==> src/rtl/uart_proto_pkg.sv <==
package uart_proto_pkg;

  typedef enum logic [7:0] {
    MSG_INFO     = 8'd0,
    MSG_INVALID  = 8'd1,
    MSG_PUSH_JOB = 8'd2,
    MSG_NONCE    = 8'd3,
    MSG_ACK      = 8'd4
  } msg_type_e;

  localparam int unsigned HDR_LEN   = 8;
  localparam int unsigned JOB_BYTES = 52;
  localparam int unsigned PUSH_LEN  = 60;
  localparam int unsigned INFO_LEN  = 16;
  localparam int unsigned NONCE_LEN = 12;
  localparam int unsigned ACK_LEN   = 8;
  localparam int unsigned PKT_BITS  = PUSH_LEN * 8;

  function automatic logic [PKT_BITS-1:0] build_push(input logic [JOB_BYTES*8-1:0] job);
    return {8'(PUSH_LEN), 16'h0000, MSG_PUSH_JOB, 32'h0000_0000, job};
  endfunction

  function automatic logic [PKT_BITS-1:0] build_info();
    return {8'(HDR_LEN), 16'h0000, MSG_INFO, 32'h0000_0000, {(JOB_BYTES*8){1'b0}}};
  endfunction

endpackage

==> src/rtl/uart_host_rx_parser.sv <==
module uart_host_rx_parser
  import uart_proto_pkg::*;
#(
  parameter int unsigned RX_GAP_TIMEOUT = 20000
) (
  input  logic        clk,
  input  logic        reset,
  input  logic        received,
  input  logic [7:0]  rx_byte,
  output logic        pkt_ack,
  output logic        pkt_invalid,
  output logic        pkt_info,
  output logic        pkt_nonce,
  output logic        pkt_error,
  output logic [63:0] payload
);

  typedef enum logic {RX_IDLE, RX_BODY} rx_state_e;

  rx_state_e   state_q, state_d;
  logic [7:0]  len_q, len_d;
  logic [7:0]  idx_q, idx_d;
  logic [7:0]  type_q, type_d;
  logic [31:0] gap_q, gap_d;
  logic [63:0] payload_q, payload_d;

  always_ff @(posedge clk) begin
    if (reset) begin
      state_q   <= RX_IDLE;
      len_q     <= '0;
      idx_q     <= '0;
      type_q    <= '0;
      gap_q     <= '0;
      payload_q <= '0;
    end else begin
      state_q   <= state_d;
      len_q     <= len_d;
      idx_q     <= idx_d;
      type_q    <= type_d;
      gap_q     <= gap_d;
      payload_q <= payload_d;
    end
  end

  // Strobes are combinational in the final byte's cycle so the top can register them.
  always_comb begin
    state_d     = state_q;
    len_d       = len_q;
    idx_d       = idx_q;
    type_d      = type_q;
    gap_d       = gap_q;
    payload_d   = payload_q;
    pkt_ack     = 1'b0;
    pkt_invalid = 1'b0;
    pkt_info    = 1'b0;
    pkt_nonce   = 1'b0;
    pkt_error   = 1'b0;
    case (state_q)
      RX_IDLE: begin
        if (received) begin
          len_d     = rx_byte;
          idx_d     = 8'd1;
          type_d    = '0;
          gap_d     = '0;
          payload_d = '0;
          if (rx_byte >= 8'(HDR_LEN)) begin
            state_d = RX_BODY;
          end else if (rx_byte != 8'd1) begin
            pkt_error = 1'b1;
          end
        end
      end
      RX_BODY: begin
        if (received) begin
          gap_d = '0;
          idx_d = idx_q + 8'd1;
          if (idx_q == 8'd3) begin
            type_d = rx_byte;
          end
          if (idx_q >= 8'(HDR_LEN)) begin
            payload_d = {payload_q[55:0], rx_byte};
          end
          if (idx_q == len_q - 8'd1) begin
            state_d = RX_IDLE;
            case (type_q)
              MSG_ACK:     if (len_q == 8'(ACK_LEN))   pkt_ack     = 1'b1; else pkt_error = 1'b1;
              MSG_INVALID: if (len_q == 8'(HDR_LEN))   pkt_invalid = 1'b1; else pkt_error = 1'b1;
              MSG_INFO:    if (len_q == 8'(INFO_LEN))  pkt_info    = 1'b1; else pkt_error = 1'b1;
              MSG_NONCE:   if (len_q == 8'(NONCE_LEN)) pkt_nonce   = 1'b1; else pkt_error = 1'b1;
              default:     pkt_error = 1'b1;
            endcase
          end
        end else if (gap_q >= RX_GAP_TIMEOUT) begin
          pkt_error = 1'b1;
          state_d   = RX_IDLE;
        end else begin
          gap_d = gap_q + 32'd1;
        end
      end
      default: state_d = RX_IDLE;
    endcase
  end

  assign payload = payload_d;

endmodule

==> src/rtl/uart_host_link.sv <==
module uart_host_link
  import uart_proto_pkg::*;
#(
  parameter int unsigned ACK_TIMEOUT    = 12000000,
  parameter int unsigned MAX_RETRIES    = 3,
  parameter int unsigned RX_GAP_TIMEOUT = 20000
) (
  input  logic                   comm_clk,
  input  logic                   reset,
  input  logic                   job_valid,
  output logic                   job_ready,
  input  logic [JOB_BYTES*8-1:0] job_data,
  input  logic                   info_req,
  output logic [7:0]             tx_byte,
  output logic                   transmit,
  input  logic                   is_transmitting,
  input  logic [7:0]             rx_byte,
  input  logic                   received,
  output logic [31:0]            nonce,
  output logic                   nonce_valid,
  output logic [63:0]            info_data,
  output logic                   info_valid,
  output logic                   job_acked,
  output logic                   job_failed,
  output logic                   proto_error,
  output logic                   busy
);

  typedef enum logic [1:0] {TX_IDLE, TX_SEND, TX_WAIT_RESP} tx_state_e;

  tx_state_e           state_q, state_d;
  logic                is_job_q, is_job_d;
  logic [5:0]          len_q, len_d;
  logic [5:0]          idx_q, idx_d;
  logic [PKT_BITS-1:0] buf_q, buf_d;
  logic                strobe_q, strobe_d;
  logic [31:0]         timer_q, timer_d;
  logic [31:0]         retry_q, retry_d;
  logic [31:0]         nonce_q, nonce_d;
  logic                nonce_valid_q, nonce_valid_d;
  logic [63:0]         info_data_q, info_data_d;
  logic                info_valid_q, info_valid_d;
  logic                job_acked_q, job_acked_d;
  logic                job_failed_q, job_failed_d;
  logic                proto_error_q, proto_error_d;

  logic        rx_ack, rx_invalid, rx_info, rx_nonce, rx_error;
  logic [63:0] rx_payload;

  uart_host_rx_parser #(
    .RX_GAP_TIMEOUT(RX_GAP_TIMEOUT)
  ) u_rx_parser (
    .clk        (comm_clk),
    .reset      (reset),
    .received   (received),
    .rx_byte    (rx_byte),
    .pkt_ack    (rx_ack),
    .pkt_invalid(rx_invalid),
    .pkt_info   (rx_info),
    .pkt_nonce  (rx_nonce),
    .pkt_error  (rx_error),
    .payload    (rx_payload)
  );

  always_ff @(posedge comm_clk) begin
    if (reset) begin
      state_q       <= TX_IDLE;
      is_job_q      <= 1'b0;
      len_q         <= '0;
      idx_q         <= '0;
      buf_q         <= '0;
      strobe_q      <= 1'b0;
      timer_q       <= '0;
      retry_q       <= '0;
      nonce_q       <= '0;
      nonce_valid_q <= 1'b0;
      info_data_q   <= '0;
      info_valid_q  <= 1'b0;
      job_acked_q   <= 1'b0;
      job_failed_q  <= 1'b0;
      proto_error_q <= 1'b0;
    end else begin
      state_q       <= state_d;
      is_job_q      <= is_job_d;
      len_q         <= len_d;
      idx_q         <= idx_d;
      buf_q         <= buf_d;
      strobe_q      <= strobe_d;
      timer_q       <= timer_d;
      retry_q       <= retry_d;
      nonce_q       <= nonce_d;
      nonce_valid_q <= nonce_valid_d;
      info_data_q   <= info_data_d;
      info_valid_q  <= info_valid_d;
      job_acked_q   <= job_acked_d;
      job_failed_q  <= job_failed_d;
      proto_error_q <= proto_error_d;
    end
  end

  always_comb begin
    state_d       = state_q;
    is_job_d      = is_job_q;
    len_d         = len_q;
    idx_d         = idx_q;
    buf_d         = buf_q;
    timer_d       = timer_q;
    retry_d       = retry_q;
    nonce_d       = nonce_q;
    info_data_d   = info_data_q;
    nonce_valid_d = 1'b0;
    info_valid_d  = 1'b0;
    job_acked_d   = 1'b0;
    job_failed_d  = 1'b0;

    transmit = !reset && (state_q == TX_SEND) && !is_transmitting && !strobe_q;
    tx_byte  = transmit ? buf_q[PKT_BITS-1 -: 8] : '0;
    strobe_d = transmit;

    proto_error_d = rx_error
                  || (rx_ack  && !((state_q == TX_WAIT_RESP) &&  is_job_q))
                  || (rx_info && !((state_q == TX_WAIT_RESP) && !is_job_q));

    if (rx_nonce) begin
      nonce_d       = rx_payload[31:0];
      nonce_valid_d = 1'b1;
    end

    case (state_q)
      TX_IDLE: begin
        if (job_valid) begin
          is_job_d = 1'b1;
          len_d    = 6'(PUSH_LEN);
          buf_d    = build_push(job_data);
          idx_d    = '0;
          retry_d  = '0;
          state_d  = TX_SEND;
        end else if (info_req) begin
          is_job_d = 1'b0;
          len_d    = 6'(HDR_LEN);
          buf_d    = build_info();
          idx_d    = '0;
          retry_d  = '0;
          state_d  = TX_SEND;
        end
      end
      TX_SEND: begin
        if (transmit) begin
          // Rotate rather than shift: a full 60-byte pass restores the job for resends.
          buf_d = {buf_q[PKT_BITS-9:0], buf_q[PKT_BITS-1 -: 8]};
          idx_d = idx_q + 6'd1;
          if (idx_q == len_q - 6'd1) begin
            idx_d   = '0;
            timer_d = '0;
            state_d = TX_WAIT_RESP;
          end
        end
      end
      TX_WAIT_RESP: begin
        timer_d = (timer_q == '1) ? timer_q : timer_q + 32'd1;
        if (rx_ack && is_job_q) begin
          job_acked_d = 1'b1;
          state_d     = TX_IDLE;
        end else if (rx_info && !is_job_q) begin
          info_data_d  = rx_payload;
          info_valid_d = 1'b1;
          state_d      = TX_IDLE;
        end else if (rx_invalid || (timer_q >= ACK_TIMEOUT)) begin
          if (retry_q < MAX_RETRIES) begin
            retry_d = retry_q + 32'd1;
            state_d = TX_SEND;
            if (!is_job_q) begin
              buf_d = build_info();
            end
          end else begin
            if (is_job_q) begin
              job_failed_d = 1'b1;
            end else begin
              proto_error_d = 1'b1;
            end
            state_d = TX_IDLE;
          end
        end
      end
      default: state_d = TX_IDLE;
    endcase
  end

  assign job_ready   = (state_q == TX_IDLE) && !reset;
  assign busy        = (state_q != TX_IDLE);
  assign nonce       = nonce_q;
  assign nonce_valid = nonce_valid_q;
  assign info_data   = info_data_q;
  assign info_valid  = info_valid_q;
  assign job_acked   = job_acked_q;
  assign job_failed  = job_failed_q;
  assign proto_error = proto_error_q;

endmodule

==> config.mk <==
export PLATFORM = sky130hd
export DESIGN_NAME = uart_host_link
export DESIGN_NICKNAME = d
export VERILOG_FILES = /design/src/rtl/uart_proto_pkg.sv /design/src/rtl/uart_host_rx_parser.sv /design/src/rtl/uart_host_link.sv
export SDC_FILE = /design/constraint.sdc
export NUM_CORES = 2
export LEC_CHECK = 0
export CAP_MARGIN = 20
export CORE_MARGIN = 2
export CORE_UTILIZATION = 50
export CTS_BUF_LIST = sky130_fd_sc_hd__clkbuf_16
export CTS_CLUSTER_DIAMETER = 100
export CTS_CLUSTER_SIZE = 16
export DETAILED_ROUTE_END_ITERATION = 8
export PLACE_DENSITY = 0.85
export REMOVE_ABC_BUFFERS = 1
export SKIP_LAST_GASP = 1
export SYNTH_ARGS = -nofsm -noshare
export SYNTH_HDL_FRONTEND = slang
export SYNTH_SLANG_ARGS = --single-unit
export TNS_END_PERCENT = 30
==> constraint.sdc <==
create_clock -name comm_clk -period 3.8 [get_ports comm_clk]
set_input_delay 0.38 -clock comm_clk [delete_from_list [all_inputs] [get_ports comm_clk]]
set_output_delay 0.38 -clock comm_clk [all_outputs]
set_load 0.02 [all_outputs]
---- Word-level counts from Yosys, hierarchy flattened ----
Index checks and enable logic that the tools add are counted.
word-level totals
  register bits ........................... 782
  bits of input ports ..................... 430
cells by class
  add/sub/neg operators ................... 7
  $lt $le $gt $ge ......................... 5
  equality and inequality tests ........... 27
  multiplexer cells ....................... 100
  bitwise logic cells ..................... 4
  reductions and logical operators ........ 42
operator list
  operator               count
  $mux 480               8
  $pmux 480 s3           1
  $mux 32                12
  $mux 64                3
  $pmux 32 s2            3
  $pmux 64 s2            1
  $add 32x1->32 const B  3
  $mux 8                 6
  $mux 1                 46
  $mux 6                 6
  $eq 32x32->1 const B   1
  $ge 32x15->1 const B   1
  $ge 32x24->1 const B   1
  $lt 32x2->1 const B    1
  $pmux 8 s2             2
  $eq 8x2->1 const B     2
  $eq 8x4->1 const B     2
  $ge 8x4->1 const B     2
  $ne 2x2->1 const B     8
  $mux 2                 7
  $pmux 6 s2             1
  $logic_and 1x1->1      10
  $reduce_bool 2->1      5
  $reduce_and 3->1       3
  other kinds (31)       50

---- Longest topological paths before layout ----
  word-level depth ........................ 15
  depth in mapped cells ................... 14

---- Hierarchy ----
From an unflattened synthesis, not the netlist that was laid out.
second synthesis, totals
  cell total of the unflattened synthesis .. 3,589
  area total of the unflattened synthesis .. 32,560.0 um^2
modules (own cells, without submodules)
  module               times used  cells each  area an instance (um^2)  sequential area each (um^2)
  uart_host_link       1           3,051       27,512.6                 13,132.6
  uart_host_rx_parser  1           538         5,047.3                  2,422.3

---- Worst setup path after synthesis ----
Ideal clock, no wire load.
  kind .................................... register -> register
  start ................................... reg u_rx_parser.len_q[2]
  end ..................................... reg buf_q[263]
  data arrival time ....................... 2.707 ns
  setup slack ............................. 0.962 ns
  stages on the path, launching flop included .. 12
  path buffers ............................ 4
  clock period less this slack ............ 2.838 ns
  cell sequence ........................... dfxtp_1 > buf_2 > or2_4 > or4_1 > a211oi_2 > or4b_4 > o2111ai_2 > and2_4 > buf_6 > buf_6 > buf_4 > o31ai_1
between the ends
  cells in the longest elaborated chain, start to end .. 9
ends and longest elaborated chain
  item                                                                 line                       source
  start, declared                                                      uart_host_rx_parser.sv:21  logic [7:0] len_q, len_d;
  start signal, assigned                                               uart_host_rx_parser.sv:37  len_q <= len_d;
  parallel branches: the longest is 8 deep, another holds $sub 8x1->8  --
  $reduce_and 8->1 (no line) *                                         --
  end signal, assigned                                                 uart_host_link.sv:87       buf_q <= buf_d;
  end, declared                                                        uart_host_link.sv:35       logic [PKT_BITS-1:0] buf_q, buf_d;
Every way passes the cells marked *.
A chain may end at the register's enable or synchronous reset.

---- Worst setup path after layout ----
  start ................................... reg u_rx_parser.len_q[0]
  end ..................................... reg buf_q[209]
Same word-level chain as after synthesis.

==> summary.txt <==
area grow syn2layout: 20.2%
total power draw: 23.3 mW
final setup fails: 0
YS warnings: 0
Critical Path End Type: flop
P_int: 14.3 mW
HPWL after detailed placement: 63.0 mm
Sequential Area: 15600 sq um
Mapped Area: 33900 sq um
vias per cell: 6.43
die height: 265 um
pre-CTS setup slack: 0.445 ns
Root Driver: clkbuf_16
status: completed
CP arrival: 3.97 ns
leading area contributor after synthesis: dfxtp_1
Num CTS Buffers: 55
io pins: 542
fill cell count: 5548
post-CTS setup buffers: 0
die width: 265 um
clk buf depth: 3
Wirelength per Cell: 21.3 um
setup ws final: 0.364 ns
total wire length: 98.9 mm
# clock sinks: 777
Synth cell types: 69
Worst Hold Class: in -> reg
Slew Limit Fails: 0
Core ar.: 67200 sq um
clk slew on worst S/H paths: 0.07 ns
Port Buf Inserts: 541
Max Freq: 291 MHz
ys async rst share: 0
Layout Utilization: 0.607
sequential-to-total area share from yosys stat: 0.458
hold depth: 4
WS Path Type: reg -> reg
combinational power share: 0.356
GPL Wtd Cong: 0.931
Switching Fraction: 0.389
1st-pass router iterations: 7
Reg2Reg Depth: 11
Power Dens Cells: 572 nW/um^2
Most common cell on crit path: buf_12
total leakage power: 12.9 nW
top cell type's share of synthesized area: 0.458
Mapped Avg Cell Area: 9.64 sq um
global-route wire length before repair: 154 mm
clk_lat worst skew: 0.64 ns
DRT iter0 DRCs: 4150
DRC violations left: 0
area of the multi-input gates: 16200 sq um
Setup crit start kind: flop
gr usage total: 0.265
Vias: 29900
die area: 70000 sq um
number of placement rows: 95
number of synthesized flops with an enable pin: 0
grt ovf: 0
Tcrit/Tclk final: 0.904
CP max FO: 109
CP max stage cell: or4b_4
Worst-Margin Slew: 1.02 ns
register share of total power: 0.411
largest net degree at the start of global routing: 279
Worst VDD drop: 1.03 mV
# hold bufs at CTS: 0
Synth Flop Type: dfxtp_1
P_sw: 9.08 mW
clock skew: 0.0185 ns
Starting Density: 0.505
WP data required: 4.34 ns
Sum Neg Setup Slack: 0 ns
WP buf/inv: 3
CP max stage delay: 0.55 ns
Synth area leaders: dfxtp_1 (46%), nand4b_1 (12%), a22oi_1 (11%)
Final Hold Vio Count: 0
fin crit period: 3.44 ns
antenna-violating nets left: 0
Post-Synthesis Cells: 3522
vias in the first global route: 27200
share of layout cells above drive strength 1: 0.0464
critical path's top delay family: simple AND/OR/NAND/NOR gates
Slew Limit Headroom: 0.318
max-cap violations: 0
#FFs+latches synth: 777
RSZ-0062 raised after global routing: no
clock share of power: 0.233
CP cell instances: inv_1 > ha_1 > nand2b_1 > or4_1 > a211oi_2 > or4b_4 > o2111ai_4 > buf_12 > buf_12 > nand4b_1 > o31ai_1
initial antenna violation count: 23
WP depth: 11
NumNets Final: 4193
CTS tree: yes
number of H-tree levels: 2
PostCTS Resize Cnt: 0
## routing by layer
layer / share of wire / track usage / vias to the layer above
met5: 0.00092 / 0 / -
met4: 0.027 / 0.0843 / 14
met3: 0.086 / 0.0614 / 173
met2: 0.45 / 0.408 / 1222
met1: 0.43 / 0.367 / 14400
li1: - / - / 14000
## cells in the final DEF, fill, tap and decap left out, drive strengths merged, types with 15 or more instances in the layout
cell | synthesis | routed
buf | 123 | 68
clkbuf | 315 | 55
clkdlybuf4s50 | 0 | 540
a21oi | 34 | 34
xor2 | 43 | 43
a22oi | 489 | 489
o21ai | 69 | 69
a211oi | 99 | 99
inv | 24 | 29
nand2 | 121 | 121
nor2 | 243 | 243
nand4b | 484 | 484
and2 | 57 | 57
nor4 | 22 | 22
nor3 | 15 | 15
o31ai | 426 | 426
nand4 | 18 | 18
dfxtp | 777 | 777
diode | 0 | 18
nand3 | 31 | 31
## worst min-delay path, stage by stage
cell and delay, ns:
buf_8 0.13, nand2b_1 0.12, or3_1 0.20, inv_1 0.06
## flip-flops by register name, indices dropped and copies added, names as in the netlist
name and flops:
buf_q 480, idx_q 6, info_data 64, info_valid 1
job_acked 1, job_failed 1, len_q 2, nonce 32
nonce_valid 1, proto_error 1, retry_q 32, state_q 2
strobe_q 1, timer_q 32, u_rx_parser.gap_q 32, u_rx_parser.idx_q 8
u_rx_parser.len_q 8, u_rx_parser.payload_q 64, u_rx_parser.state_q 1, u_rx_parser.type_q 8
## synthesized netlist by cell type (4+ instances only)
cell type	instances
xnor2_1	14
mux2i_1	4
buf_4	6
clkbuf_1	312
o31ai_2	5
a22oi_1	489
o21ai_0	65
a211oi_2	18
ha_1	14
or4_1	4
nor2b_1	7
a211oi_1	81
nand3_1	31
inv_1	24
nand2_1	121
nand4_1	18
and3_1	12
buf_8	5
and4_1	6
o21ai_1	4
nor2_1	243
a21oi_1	34
xor2_1	43
and2_1	56
o31ai_1	421
a31oi_1	4
nand2b_1	12
nor3_1	15
nand4b_1	484
or3_1	7
dfxtp_1	777
or2_2	6
nor4_1	21
buf_2	69
buf_6	42
## cell type report
type,count,area share
timing repair buffer,608,0.155
multi-input combinational,2282,0.398
antenna,18,0.00110
inverter,25,0.00230
sequential,777,0.381
tap,873,0.0268
clock buffer,55,0.0337
clock inverter,6,0.00187
## logic make-up (layout without fill, tap and decap cells)
group | after synthesis | count (layout) | share of synthesized area
fa+ha+maj | 14 | 14 | 0.00516
other cells | 0 | 18 | 0
xor+xnor | 57 | 57 | 0.0147
buf+inv | 463 | 694 | 0.0655
mux | 5 | 5 | 0.00151
simple gates | 1059 | 1059 | 0.205
flops | 777 | 777 | 0.458
compound gates | 1147 | 1147 | 0.250
## metrics by stage
stage / std cells / area [sq um] / hold WS, ns
after floorplan: 3084 / 31800 / 0.423
after global placement: 4565 / 39300 / 0.442
after detailed placement: 4565 / 39300 / 0.445
after CTS: 4626 / 40700 / 0.290
after global routing: 4634 / 40800 / 0.343
final: 4644 / 40800 / 0.324
## worst paths after layout
kind	slack, ns	endpoint	start
setup / recovery	0.36	buf_q[209]	u_rx_parser.len_q[0]
hold / removal	0.32	strobe_q	reset
setup reg to reg	0.36	buf_q[209]	u_rx_parser.len_q[0]
hold reg to reg	0.46	retry_q[3]	retry_q[3]
## power groups by stage
stage                     logic [mW]  registers, mW  clock network [mW]
after global placement          8.11           9.73                   0
after detailed placement        8.16           9.76                   0
after CTS                       8.18           9.58                5.55
after floorplan                 2.28           8.94                   0
after global routing            8.91           9.68                5.82
final                           8.30           9.59                5.44
Power figures use the tool's default switching activity.
